`src/rtl/fpnew_sdotp_result_fifo.sv`:
```
// In-order result buffer between the SDOTP lane wrapper and writeback, with sticky fflags.
// Optional zero-latency empty-FIFO bypass: define FPNEW_SDOTP_FIFO_BYPASS_EN.
module fpnew_sdotp_result_fifo #(
   parameter int unsigned LaneWidth = 64,
   parameter int unsigned Depth     = 2,
   parameter type         TagType   = logic,
   parameter type         AuxType   = logic,
   localparam int unsigned CntWidth = $clog2(Depth + 1),
   localparam int unsigned PtrWidth = (Depth > 1) ? $clog2(Depth) : 1
) (
   input  logic                 clk_i,
   input  logic                 rst_i,
   input  logic                 flush_i,
   input  logic [LaneWidth-1:0] in_result_i,
   input  logic [4:0]           in_status_i,
   input  logic                 in_ext_bit_i,
   input  TagType               in_tag_i,
   input  AuxType               in_aux_i,
   input  logic                 in_valid_i,
   output logic                 in_ready_o,
   output logic [LaneWidth-1:0] out_result_o,
   output logic [4:0]           out_status_o,
   output logic                 out_ext_bit_o,
   output TagType               out_tag_o,
   output AuxType               out_aux_o,
   output logic                 out_valid_o,
   input  logic                 out_ready_i,
   output logic [4:0]           fflags_o,
   input  logic                 fflags_clr_i,
   output logic [CntWidth-1:0]  usage_o,
   output logic                 busy_o
);

   typedef struct packed {
      logic [LaneWidth-1:0] result;
      logic [4:0]           status;
      logic                 ext_bit;
      TagType               tag;
      AuxType               aux;
   } entry_t;

   entry_t                mem [Depth];
   entry_t                in_entry;
   entry_t                head;
   logic [PtrWidth-1:0]   rd_ptr, wr_ptr;
   logic [CntWidth-1:0]   count;
   logic [4:0]            fflags;
   logic                  empty, full, push, pop;
   logic                  bypass_xfer, store, drain;

   // Explicit wrap keeps non-power-of-two depths correct.
   function automatic logic [PtrWidth-1:0] ptr_incr(input logic [PtrWidth-1:0] p);
      return (p == PtrWidth'(Depth - 1)) ? '0 : p + 1'b1;
   endfunction

   assign in_entry = '{result:  in_result_i,
                       status:  in_status_i,
                       ext_bit: in_ext_bit_i,
                       tag:     in_tag_i,
                       aux:     in_aux_i};

   assign empty      = (count == '0);
   assign full       = (count == CntWidth'(Depth));
   assign in_ready_o = ~full;

`ifdef FPNEW_SDOTP_FIFO_BYPASS_EN
   logic bypass_sel;
   assign bypass_sel  = empty & in_valid_i;
   assign head        = bypass_sel ? in_entry : mem[rd_ptr];
   assign out_valid_o = ~empty | in_valid_i;
   assign bypass_xfer = bypass_sel & out_ready_i;
`else
   assign head        = mem[rd_ptr];
   assign out_valid_o = ~empty;
   assign bypass_xfer = 1'b0;
`endif

   assign push  = in_valid_i & in_ready_o;
   assign pop   = out_valid_o & out_ready_i;
   // A bypassed transfer never touches storage; a flush cancels both sides.
   assign store = push & ~bypass_xfer & ~flush_i;
   assign drain = pop & ~bypass_xfer & ~flush_i;

   always_ff @(posedge clk_i) begin
      if (rst_i) begin
         count  <= '0;
         rd_ptr <= '0;
         wr_ptr <= '0;
         fflags <= '0;
         // NOTE: storage is reset as well because out_* must read 0 after reset.
         for (int i = 0; i < int'(Depth); i++) mem[i] <= '0;
      end else begin
         if (store) mem[wr_ptr] <= in_entry;

         if (flush_i) begin
            count  <= '0;
            rd_ptr <= '0;
            wr_ptr <= '0;
         end else begin
            if (store) wr_ptr <= ptr_incr(wr_ptr);
            if (drain) rd_ptr <= ptr_incr(rd_ptr);
            case ({store, drain})
               2'b10:   count <= count + 1'b1;
               2'b01:   count <= count - 1'b1;
               default: count <= count;
            endcase
         end

         // Clear takes effect before the popped entry's status is merged in.
         if (fflags_clr_i)            fflags <= (pop & ~flush_i) ? head.status : '0;
         else if (pop & ~flush_i)     fflags <= fflags | head.status;
      end
   end

   assign out_result_o  = head.result;
   assign out_status_o  = head.status;
   assign out_ext_bit_o = head.ext_bit;
   assign out_tag_o     = head.tag;
   assign out_aux_o     = head.aux;
   assign fflags_o      = fflags;
   assign usage_o       = count;
   assign busy_o        = ~empty;

endmodule

```
`config.mk`:
```
export PLATFORM = sky130hd
export DESIGN_NAME = fpnew_sdotp_result_fifo
export DESIGN_NICKNAME = d
export VERILOG_FILES = /design/src/rtl/fpnew_sdotp_result_fifo.sv
export SDC_FILE = /design/constraint.sdc
export NUM_CORES = 1
export LEC_CHECK = 0
export CORE_ASPECT_RATIO = 0.6
export CORE_MARGIN = 2
export CORE_UTILIZATION = 25
export DETAILED_ROUTE_END_ITERATION = 10
export GPL_ROUTABILITY_DRIVEN = 0
export GPL_TIMING_DRIVEN = 0
export HOLD_SLACK_MARGIN = 0.1
export SLEW_MARGIN = 20
export SYNTH_ARGS = -nofsm -noshare
export SYNTH_HDL_FRONTEND = slang
export SYNTH_SLANG_ARGS = --single-unit
```
`constraint.sdc`:
```
create_clock -name clk_i -period 8.9 [get_ports clk_i]
set_input_delay 2.225 -clock clk_i [delete_from_list [all_inputs] [get_ports clk_i]]
set_output_delay 2.225 -clock clk_i [all_outputs]
set_load 0.005 [all_outputs]
```
==> results_tabular.tex <==
\begin{tabular}{lr}
\hline
Metric & Value \\
\hline
\multicolumn{2}{l}{\textbf{Yosys}} \\
Basic-gate share of the synthesized area counting and, or, nand and nor cells & about 16\% \\
Primary flip-flop cell chosen by synthesis mapping & edfxtp\_1 \\
Seq cells post-synth & 154 \\
Mean post-synth cell area & 15.2 um\^{}2 \\
Synth Area in XOR/XNOR & less than 1\% \\
Synthesized area & 0.00664 mm\^{}2 \\
Synth top cells by count & 144 x and2\_1, 144 x edfxtp\_1, 72 x mux2\_2 \\
EDFF count, synth & 144 \\
Distinct cell type count after synthesis & 24 \\
Complex-gate fraction of the synthesized area & approximately 1.1\% \\
YS warnings & 0 \\
Proportion of netlist area held by the largest area contributor & between 60\% and 70\% \\
Dominant combinational cell family by area after synthesis & simple AND/OR/NAND/NOR gates \\
Cell accounting for the most synthesized area & edfxtp\_1 \\
Share of synthesized cell area in full adder, half adder and majority cells & less than 1\% \\
Total nets after synthesis & about 520 \\
Share of flip-flops with an asynchronous set or reset after synthesis & 0\% \\
Proportion of synthesized chip area in sequential cells & 68.1\% \\
Cell types occupying the most area after synthesis & edfxtp\_1 65\%, and2\_1 14\%, mux2\_2 12\%, dfxtp\_1 3.0\%, clkbuf\_2 1.1\% \\
Synthesized instance count & between 400 and 500 \\
Mux share of post-synthesis cell area & about an eighth \\
\multicolumn{2}{l}{\textbf{Worst hold path}} \\
Min-Delay Path Depth & 2 \\
Type of the worst min-delay path & flop to flop \\
Critical hold path startpoint & rd\_ptr\$\_SDFFE\_PP0N\_ \\
\multicolumn{2}{l}{\textbf{Power}} \\
Pwr per Cell Area & between 150 and 200 mW/mm\^{}2 \\
Leakage & 3.47 nW \\
Max VDD drop & approximately 100 uV \\
\multicolumn{2}{l}{\textbf{Setup path}} \\
Data required, critical path & 9020 ps \\
Delay contributed by the slowest stage of the critical path & roughly 700 ps \\
Number of cell instances on the worst register-to-register path & 4 \\
Type of element capturing the critical path & flop \\
Crit path buffers/inverters & 3 \\
Reg-to-Reg Start & wr\_ptr\$\_SDFFE\_PP0P\_ \\
Slack of the worst reg-to-reg path & $\sim$6200 ps \\
Cell with the biggest individual delay on the critical path & or2\_4 \\
Class of the most critical setup path & input port to flop \\
Arrival time at the worst endpoint & 4930 ps \\
Worst reg2reg path endpoint & mem[1][22]\$\_SDFFCE\_PN0P\_ \\
Series of cell instances along the critical path & clkdlybuf4s50\_1 -> or2\_1 -> buf\_2 -> nor4\_4 -> or2\_4 -> buf\_12 \\
Kind of start point of the critical path & input port \\
Family of cells with the greatest summed delay on the critical path & simple AND/OR/NAND/NOR gates \\
Critical Path Fanout Max & 42 \\
\multicolumn{2}{l}{\textbf{Final layout}} \\
Post-Layout Cell Count & between 900 and 1000 \\
Area grow syn2layout & 42.2\% \\
Fin nets & $\sim$700 \\
Post-route design area & approximately 0.0094 mm\^{}2 \\
Proportion of layout cells with a drive suffix above 1 & a little over a fifth \\
Final core area utilization & a little over a third \\
ANT cells & 0 \\
\multicolumn{2}{l}{\textbf{Clocking}} \\
Clock-pin slew on the worst setup and hold paths & roughly 70 ps \\
Post-cts sizing count & 0 \\
CTS tree & done \\
Hold buffer count at cts & 0 \\
CTS HTree Levels & 4 \\
Number of clock sinks & about 150 \\
Clock tree root driver cell & clkbuf\_16 \\
Inserted Clock Buffers & 17 \\
Longest Clk Path Bufs & 2 \\
Number of buffers added for setup after CTS & 0 \\
Source-to-sink clock delay at the later pin of the worst-skew pair & between 400 and 500 ps \\
\multicolumn{2}{l}{\textbf{STA}} \\
Time the worst path needs with I/O delays and setup & between 4000 and 5000 ps \\
Worst-margin pin slew & between 900 and 1000 ps \\
Setup clock skew after layout & around 10 ps \\
Final hold viol count & 0 \\
Highest Clock Rate & 208 MHz \\
Share of the clock period used by the worst path & roughly 54\% \\
Final count of negative-setup-slack endpoints & 0 \\
Final total negative setup slack & 0 ps \\
RSZ-0062 raised after global routing & false \\
Slew Viols, Final & 0 \\
Worst relative slew slack & between 30\% and 40\% \\
Hold Slack & around 510 ps \\
\multicolumn{2}{l}{\textbf{Placement}} \\
Placed Cells incl. Taps & 961 \\
Post-DP HPWL & between 10 and 15 mm \\
Count of buffers inserted at the top-level ports & around 160 \\
Cell Area, Placed & slightly below 0.009 mm\^{}2 \\
\multicolumn{2}{l}{\textbf{Route}} \\
Total Wirelength & 15.7 mm \\
Routed wire length per instance & between 15 and 20 um \\
Total DRC errors in the routed layout & 0 \\
Number of detailed-routing iterations run before antenna repair & 4 \\
Antenna viol nets, final & 0 \\
Via density per instance & $\sim$4.0 \\
Number of DRC markers after the initial detailed-route iteration & approximately 150 \\
Vias after detailed routing & 3968 \\
\multicolumn{2}{l}{\textbf{GRT}} \\
Maximum number of pins on one net before global-route repair & between 40 and 50 \\
Vias in the first global route & around 4100 \\
Antenna violations before repair & 0 \\
GRT Resource Usage Total & 11.6\% \\
Global-route wire length before repair & 23.8 mm \\
Global-route congestion overflow total & 0 \\
\multicolumn{2}{l}{\textbf{Floorplan}} \\
Ports & 160 \\
Chip height & around 130 um \\
Die extent in x & 214 um \\
Placeable core area & 0.0262 mm\^{}2 \\
Area of the die & 0.0279 mm\^{}2 \\
Cell row count & 46 \\
Initial Utilization & between 20 and 30\% \\
\multicolumn{2}{l}{\textbf{Status}} \\
Run status & completed \\
\multicolumn{2}{l}{\textbf{Job}} \\
Number of max-cap violations & 0 \\
\hline
\end{tabular}
==> routing by layer <==
metal  share of wire (%)  vias to the layer above  track usage [%]
li1                    -                     1930                -
met1                  49                     1923             15.4
met2                  44                      102             17.4
met3                 6.2                       13             4.41
met4                 1.2                        0             4.04
met5                   0                        -                0
==> sequential cells by signal (all words and copies together) (netlist names), named ones only <==
| signal | count |
|---|---|
| mem | 144 |
| rd_ptr | 1 |
| fflags_o | 5 |
| usage_o | 2 |
| wr_ptr | 1 |
==> metrics by stage <==
stage | power (mW) | setup slack, ps
4_1_cts | 1.80 | 3970
2_1_floorplan | 0.909 | 2580
3_3_place_gp | 1.02 | -435
3_5_place_dp | 1.02 | 3500
6_report | 1.78 | 4100
5_1_grt | 1.85 | 3850
==> cells in the final DEF, fill, tap and decap left out, types with 3 or more instances in the layout <==
cell and instances:
clkdlybuf4s50_1 159, and2_1 144, edfxtp_1 144, mux2_2 72, clkbuf_16 17, clkbuf_2 14
dfxtp_1 10, nor2_1 9, nor2b_1 6, buf_2 6, a41oi_1 5, inv_1 4
bufinv_16 4, buf_1 3, o21ai_0 3, clkinvlp_4 3, clkinv_4 3, buf_16 3
==> area by class of cell <==
cell class                 instances  area [um^2]
multi-input combinational        254         1990
buffer                            25          123
sequential                       154         4520
timing repair buffer             164         1710
fill                            2611        16800
tap                              360          450
clock inverter                    15          199
clock buffer                      17          425
inverter                           4         15.0
==> report_power, final <==
part           switching, mW  internal [mW]  total (mW)
Combinational         0.0646          0.105       0.169
Clock                  0.304          0.470       0.774
Sequential           0.00857          0.829       0.837
==> worst max-delay path by stage <==
stage          cells after the start  slack [ps]    start                        to
6_report                           6        4100    rst_i  mem[1][22]$_SDFFCE_PN0P_
5_1_grt                            6        3850    rst_i  mem[1][22]$_SDFFCE_PN0P_
4_1_cts                            6        3970    rst_i  mem[1][15]$_SDFFCE_PN0P_
3_5_place_dp                       6        3500    rst_i  mem[1][30]$_SDFFCE_PN0P_
3_3_place_gp                       4        -430  flush_i  mem[0][30]$_SDFFCE_PN0P_
2_1_floorplan                      3        2580  flush_i   mem[0][0]$_SDFFCE_PN0P_
==> cell families after synthesis <==
group                    Yosys count
XOR/XNOR                           3
adder cells (fa/ha/maj)            1
multiplexers                      72
AND/OR/NAND/NOR                  167
flip-flops                       154
AO/OA/AOI/OAI                     11
buffers and inverters             29
==> worst reg2reg max path: cells and delay by family, from the launching register on <==
kind,cells,cell delay [ps]
buffers and inverters,2,400
DFF,1,470
and+or+nand+nor,2,1460
Power figures use the tool's default switching activity.
